`src/rtl/port_tx_drain.sv`:
```
// Transmit frame drain: pops a length word per frame, streams that many bytes to the MAC over AXI-Stream
// with tlast and an inter-frame gap. Optional macro PORT_TX_PAD_EN zero-pads short frames to 60 bytes.
module port_tx_drain #(
  parameter int LEN_WIDTH  = 16,
  parameter int MAX_LEN    = 1514,
  parameter int IFG_CYCLES = 12
) (
  input  logic                 clk,
  input  logic                 reset,
  input  logic [LEN_WIDTH-1:0] len_dout,
  input  logic                 len_empty,
  output logic                 len_ren,
  input  logic [7:0]           data_dout,
  input  logic                 data_empty,
  output logic                 data_ren,
  output logic [7:0]           tx_axis_tdata,
  output logic                 tx_axis_tvalid,
  output logic                 tx_axis_tlast,
  input  logic                 tx_axis_tready,
  output logic [31:0]          frames_sent,
  output logic [31:0]          frames_dropped,
  output logic                 busy
);

  // Handshake: a beat transfers when tvalid & tready on a rising edge; tvalid never depends on tready
  // and, once raised, holds until accepted unless the byte FIFO runs empty.

  typedef enum logic [1:0] {S_IDLE, S_SEND, S_DROP, S_GAP} state_t;

  localparam int GAP_W = (IFG_CYCLES > 1) ? $clog2(IFG_CYCLES) : 1;
  typedef logic [GAP_W-1:0] gap_t;
  localparam gap_t GAP_LOAD = gap_t'((IFG_CYCLES > 0) ? IFG_CYCLES - 1 : 0);
  localparam logic [31:0] MAX_LEN_U = 32'(MAX_LEN);

  state_t               state, state_next;
  logic [LEN_WIDTH-1:0] remaining;
  gap_t                 gap_cnt;

  logic len_pop, len_zero, len_big;
  logic send_beat, frame_done, drop_pop, drop_done;
  logic padding;

`ifdef PORT_TX_PAD_EN
  logic [5:0] sent_cnt;
  assign padding = (state == S_SEND) && (remaining == '0);
`else
  assign padding = 1'b0;
`endif

  assign len_pop    = (state == S_IDLE) && !len_empty && !reset;
  assign len_zero   = (len_dout == '0);
  assign len_big    = (32'(len_dout) > MAX_LEN_U);
  assign send_beat  = (state == S_SEND) && tx_axis_tvalid && tx_axis_tready;
  assign frame_done = send_beat && tx_axis_tlast;
  assign drop_pop   = (state == S_DROP) && !data_empty;
  assign drop_done  = drop_pop && (remaining == LEN_WIDTH'(1));

  always_ff @(posedge clk) begin
    if (reset) state <= S_IDLE;
    else       state <= state_next;
  end

  always_comb begin
    state_next = state;
    case (state)
      S_IDLE: begin
        if (len_pop) begin
          if (len_zero)     state_next = S_IDLE;
          else if (len_big) state_next = S_DROP;
          else              state_next = S_SEND;
        end
      end
      S_SEND: begin
        if (frame_done) state_next = (IFG_CYCLES == 0) ? S_IDLE : S_GAP;
      end
      S_DROP: begin
        if (drop_done) state_next = S_IDLE;
      end
      S_GAP: begin
        if (gap_cnt == '0) state_next = S_IDLE;
      end
      default: state_next = S_IDLE;
    endcase
  end

  always_comb begin
    len_ren        = 1'b0;
    data_ren       = 1'b0;
    tx_axis_tdata  = 8'h00;
    tx_axis_tvalid = 1'b0;
    tx_axis_tlast  = 1'b0;
    busy           = (state != S_IDLE);
    case (state)
      S_IDLE: len_ren = len_pop;
      S_SEND: begin
`ifdef PORT_TX_PAD_EN
        // Once the stored bytes are exhausted the frame continues with zero fill up to 60 bytes.
        tx_axis_tvalid = padding || !data_empty;
        tx_axis_tdata  = padding ? 8'h00 : data_dout;
        tx_axis_tlast  = tx_axis_tvalid &&
                         (padding ? (sent_cnt == 6'd59)
                                  : ((remaining == LEN_WIDTH'(1)) && (sent_cnt >= 6'd59)));
        data_ren       = tx_axis_tvalid && tx_axis_tready && !padding;
`else
        tx_axis_tvalid = !data_empty;
        tx_axis_tdata  = data_dout;
        tx_axis_tlast  = tx_axis_tvalid && (remaining == LEN_WIDTH'(1));
        data_ren       = tx_axis_tvalid && tx_axis_tready;
`endif
      end
      S_DROP: data_ren = !data_empty;
      default: ;
    endcase
  end

  always_ff @(posedge clk) begin
    if (reset) begin
      remaining      <= '0;
      gap_cnt        <= '0;
      frames_sent    <= '0;
      frames_dropped <= '0;
    end else begin
      if (len_pop) begin
        remaining <= len_dout;
        if (len_zero) frames_dropped <= frames_dropped + 32'd1;
      end
      if (send_beat && !padding && (remaining != '0)) remaining <= remaining - LEN_WIDTH'(1);
      if (frame_done) begin
        frames_sent <= frames_sent + 32'd1;
        gap_cnt     <= GAP_LOAD;
      end
      if (drop_pop && (remaining != '0)) remaining <= remaining - LEN_WIDTH'(1);
      if (drop_done) frames_dropped <= frames_dropped + 32'd1;
      if ((state == S_GAP) && (gap_cnt != '0)) gap_cnt <= gap_cnt - gap_t'(1);
    end
  end

`ifdef PORT_TX_PAD_EN
  // Bytes emitted so far in the current frame, saturating once the minimum size is reached.
  always_ff @(posedge clk) begin
    if (reset) begin
      sent_cnt <= '0;
    end else begin
      if (len_pop) sent_cnt <= '0;
      else if (send_beat && (sent_cnt < 6'd60)) sent_cnt <= sent_cnt + 6'd1;
    end
  end
`endif

endmodule

```
`config.mk`:
```
export PLATFORM = sky130hd
export DESIGN_NAME = port_tx_drain
export DESIGN_NICKNAME = d
export VERILOG_FILES = /design/src/rtl/port_tx_drain.sv
export SDC_FILE = /design/constraint.sdc
export NUM_CORES = 1
export LEC_CHECK = 0
export CAP_MARGIN = 5
export CORE_ASPECT_RATIO = 1.5
export CORE_MARGIN = 4
export CORE_UTILIZATION = 47
export CTS_CLUSTER_DIAMETER = 120
export DETAILED_ROUTE_END_ITERATION = 8
export PLACE_DENSITY = 0.78
export SKIP_CTS_REPAIR_TIMING = 1
export SLEW_MARGIN = 20
export SYNTH_ARGS = -nofsm -noshare
export SYNTH_HDL_FRONTEND = slang
export SYNTH_SLANG_ARGS = --single-unit
```
`constraint.sdc`:
```
create_clock -name clk -period 2.55 [get_ports clk]
set_input_delay 0.6375 -clock clk [delete_from_list [all_inputs] [get_ports clk]]
set_output_delay 0.6375 -clock clk [all_outputs]
set_load 0.02 [all_outputs]
```
Yosys cells after proc, flatten, opt, wreduce, memory -nomap -nowiden
Index checks and enable logic that the tools add are counted.
- logic and storage cells: 65
- output and inout bits: 77
- bits of input ports: 29
- flip-flop bits (word level): 86
- equality and inequality tests: 8
- multiplexer cells: 20
- add/subtract/negate cells: 4
- order comparisons: 1
- reductions and logical operators: 27
- operators with widths (kind ; number):
    $mux W32 ; 3
    $add A32 B1 Y32 const B ; 2
    $mux W16 ; 3
    $eq A16 B1 Y1 const B ; 1
    $gt A16 B11 Y1 const B ; 1
    $logic_not A16 Y1 ; 1
    $reduce_bool A16 Y1 ; 1
    $sub A16 B1 Y16 const B ; 1
    $logic_and A1 B1 Y1 ; 12
    $mux W2 ; 6
    $mux W4 ; 2
    $mux W8 ; 1
    $ne A2 B2 Y1 const B ; 4
    $pmux W2 S4 ; 1
    $reduce_bool A2 Y1 ; 4
    $eq A2 B2 Y1 const B ; 2
    $logic_not A4 Y1 ; 1
    $reduce_and A4 Y1 ; 1
    $reduce_bool A4 Y1 ; 1
    $sub A4 B1 Y4 const B ; 1
    $logic_not A1 Y1 ; 3
    $mux W1 ; 3
    $reduce_bool A3 Y1 ; 1
    $eq A2 B1 Y1 const B ; 1
    3 further kinds ; 3

Longest topological paths before layout
- depth after elaboration: 7
- depth in mapped cells: 10
- gate-level depth less buffers: 8

Worst setup path before layout
OpenSTA, ideal clock, no wires.
- path type: in2reg
- start point: input len_dout[14]
- end point: register frames_dropped[21]
- slack: 0.063 ns
- data arrival time: 2.364 ns
- buffers on the path: 1
- required time: 2.427 ns
- library setup time: 0.123 ns
- stages: 6
- cell sequence: or4_1 -> nor3_2 -> a32oi_2 -> buf_4 -> nor4_1 -> mux2_1
- word-level cells in the longest chain between the ends: 3
- RTL lines (what ; RTL line ; RTL):
    start: declaration ; 10 ; input logic [LEN_WIDTH-1:0] len_dout,
    $logic_not A16 Y1 ; 51 ; assign len_zero = (len_dout == '0);
    $reduce_bool A2 Y1 (no line) ; - ;
    $reduce_and A2 Y1 (no line) ; - ;
    end signal: assignment ; 125 ; if (len_zero) frames_dropped <= frames_dropped + 32'd1;
    end signal: assignment ; 133 ; if (drop_done) frames_dropped <= frames_dropped + 32'd1;
    end: declaration ; 21 ; output logic [31:0] frames_dropped,
Every way passes these cells.
A chain may end at the register's enable or synchronous reset.

Worst setup path after layout
- start point: input len_dout[11]
- end point: register frames_dropped[5]
The elaborated chain is that of the path after synthesis.

==> impl_metrics.json <==
{
  "wl_um": 15440,
  "ys_top_cells_by_area": "dfxtp_1 (35%), a21oi_1 (5.0%), or4_1 (3.8%)",
  "detailed_place_hpwl_um": 11370,
  "max_freq_ghz": 0.3980,
  "viasPerCell": 6.007,
  "io_pins": 106,
  "fin_crit_sh_pct": 98.54,
  "grt.met2_usage_pct": 45.45,
  "crit_required_ns": 2.84,
  "netlist_instances": 606,
  "reg2reg_from": "remaining[5]",
  "avgSynthCellArea_um2": 8.203,
  "synth_edf_count": 0,
  "clock_path_buffers": 2,
  "initial_core_util_pct": 48.51,
  "tightest_slew_ns": 0.5459,
  "async_flop_share_pct": 0,
  "die_h_um": 134.0,
  "r2r_cells": 9,
  "synth-main-ff-cell": "dfxtp_1",
  "rr_endpoint": "frames_dropped[5]",
  "critical_path_class": "in2reg",
  "synth.distinct_cells": 61,
  "setup_viol": 0,
  "synth_area_um2": 4971,
  "setup_tns_ns": 0,
  "avgRoutedWirePerCell_um": 17.13,
  "vias": 5412,
  "use_met3_pct": 5.443,
  "ys_ff_latch": 86,
  "cp-start-kind": "primary input",
  "fin_hold_ws_ns": 0.4812,
  "route.detailed.drc": 0,
  "grt_overflow_total": 0,
  "drive_above_1_share_pct": 17.37,
  "fin_skew_ns": 0.004890,
  "outcome": "completed",
  "clk_latency_ns": 0.34,
  "path_clk_slew_ns": 0.06,
  "drtIter0Drc": 362,
  "hold_class": "reg2reg",
  "clock-sinks": 86,
  "fin_nets": 797,
  "p_leak_nw": 2.817,
  "period_needed_ns": 2.513,
  "fp-row-count": 45,
  "synth_largest_area_cell": "dfxtp_1",
  "drt_pre_antenna_iters": 5,
  "synth_commonest_cells": "dfxtp_1 (86), a21oi_1 (50), nand2_1 (47)",
  "hold_end": "frames_sent[31]",
  "port_buffers": 105,
  "diodes": 0,
  "die-area_um2": 12320,
  "cp_max_fo": 15,
  "endpoint_kind": "flop",
  "power_mw": 4.395,
  "power_density_nw_per_um2": 628.2,
  "drv_cap": 0,
  "cts-buffers-inserted": 9,
  "yosys.area.top_type_share_pct": 34.63,
  "ys_seq_area_share_pct": 34.63,
  "cts_root_buffer": "clkbuf_16",
  "grt_usage_pct": 23.69,
  "core_um2": 10250,
  "areaGrowthSynthToFinish_pct": 40.72,
  "peakVddDrop_mv": 0.4364,
  "htree_levels": 3,
  "tritoncts": "done",
  "timing.hold.worst.start": "frames_sent[31]",
  "antenna_found_initial": 0,
  "grt_first_pass_wirelength_um": 24080,
  "slew_viol_final": 0,
  "grt_max_degree": 59,
  "use_met1_pct": 24.71,
  "slew_headroom_pct": 63.33,
  "syn_nets": 646,
  "stdcell_count": 901,
  "ant_nets": 0,
  "globalplace.congestion": 0.9059,
  "hold_path_depth": 2,
  "yosysMostFrequentCell": "dfxtp_1",
  "fp.dieW_um": 91.97,
  "final-hold-violation-count": 0,
  "n_fill_cell": 859,
  "placedCellCount": 882,
  "ff2ff_setup_slack_ns": 0.22,
  "top_usage_layer": "met2",
  "grt_pass1_vias": 5097,
  "synth_warnings": 0,
  "cp.arrival_ns": 2.80
}
-- logic make-up (layout without fill, tap and decap cells) --
group,Yosys count,count (layout),share of synthesized area (%)
simple gates,277,277,31.89
compound gates,150,150,20.31
flops,86,86,34.63
buf+inv,59,213,5.462
mux,19,19,4.229
fa+ha+maj,11,11,2.769
xor+xnor,4,4,0.7049
-- state kept, by name (all words and copies together) (netlist names) --
register / flops
frames_dropped: 32
frames_sent: 32
gap_cnt: 4
remaining: 16
state: 2
-- placed cells by master, fill, tap and decap left out, types with 6 or more instances in the layout --
cell type / Yosys / final
dfxtp_1: 86 / 86
clkdlybuf4s50_1: 0 / 81
buf_4: 1 / 68
a21oi_1: 50 / 50
nand2_1: 47 / 47
nor2_1: 43 / 43
nand3_1: 29 / 29
dlymetal6s2s_1: 0 / 23
or4_1: 25 / 22
or3_1: 21 / 21
inv_1: 22 / 21
nand4_1: 19 / 19
o21ai_0: 17 / 17
nor2b_1: 17 / 16
o31ai_1: 16 / 16
and2_1: 14 / 14
or2_2: 13 / 13
o41ai_1: 11 / 11
ha_1: 11 / 11
mux2_2: 12 / 10
nor3_1: 10 / 10
clkbuf_16: 0 / 10
o311ai_1: 6 / 9
and3_1: 8 / 8
o211ai_1: 8 / 8
and4_1: 7 / 7
o311ai_0: 9 / 6
a31oi_1: 6 / 6
nor4_2: 5 / 6
-- cell type report --
cell class | instances | area [um^2] | share of cell area [%]
Clock buffer | 12 | 246.5 | 3.524
Inverter | 22 | 82.58 | 1.180
Tap cell | 141 | 176.4 | 2.522
Clock inverter | 2 | 10.01 | 0.1431
Sequential cell | 86 | 1722 | 24.61
Multi-Input combinational cell | 461 | 3068 | 43.86
Timing Repair Buffer | 177 | 1690 | 24.16
-- per-layer routing --
layer | vias up | routed length (um)
li1 | 2598 | -
met1 | 2556 | 5755
met2 | 224 | 8381
met3 | 34 | 928
met4 | 0 | 369
met5 | - | 0
-- power breakdown --
part	internal [mW]	switching, mW	leakage (nW)
sequential	1.43	0.0919	0.695
clock	0.672	0.502	0.128
combinational	0.737	0.962	1.99
-- how the worst max path moves through the flow --
stage | start | end | slack (ns) | cells past startpoint
2_1_floorplan | len_dout[14] | frames_dropped[21] | 0.06 | 6
3_3_place_gp | len_dout[10] | frames_dropped[29] | -0.42 | 7
3_5_place_dp | len_dout[14] | frames_dropped[25] | -0.49 | 8
4_1_cts | len_empty | len_ren | -0.27 | 5
5_1_grt | len_dout[11] | frames_dropped[15] | -0.01 | 8
6_report | len_dout[11] | frames_dropped[5] | 0.04 | 8
-- metrics by stage --
step | area (um^2) | worst slack, ns | util [%]
2_1_floorplan | 4971 | 0.06263 | -
3_3_place_gp | 6533 | -0.4187 | 63.75
3_5_place_dp | 6533 | -0.4949 | 63.75
4_1_cts | 6789 | -0.2716 | 66.25
5_1_grt | 6995 | -0.01042 | 68.27
6_report | 6995 | 0.03725 | 68.27
-- critical path, stage by stage --
cell and delay, ns:
clkdlybuf4s50_1 0.43, or4_4 0.45, nor3_4 0.19, a32oi_4 0.19, buf_12 0.20, buf_6 0.14, or4_1 0.48, nand2_1 0.08
No activity file was read; power rests on OpenSTA's default activity.
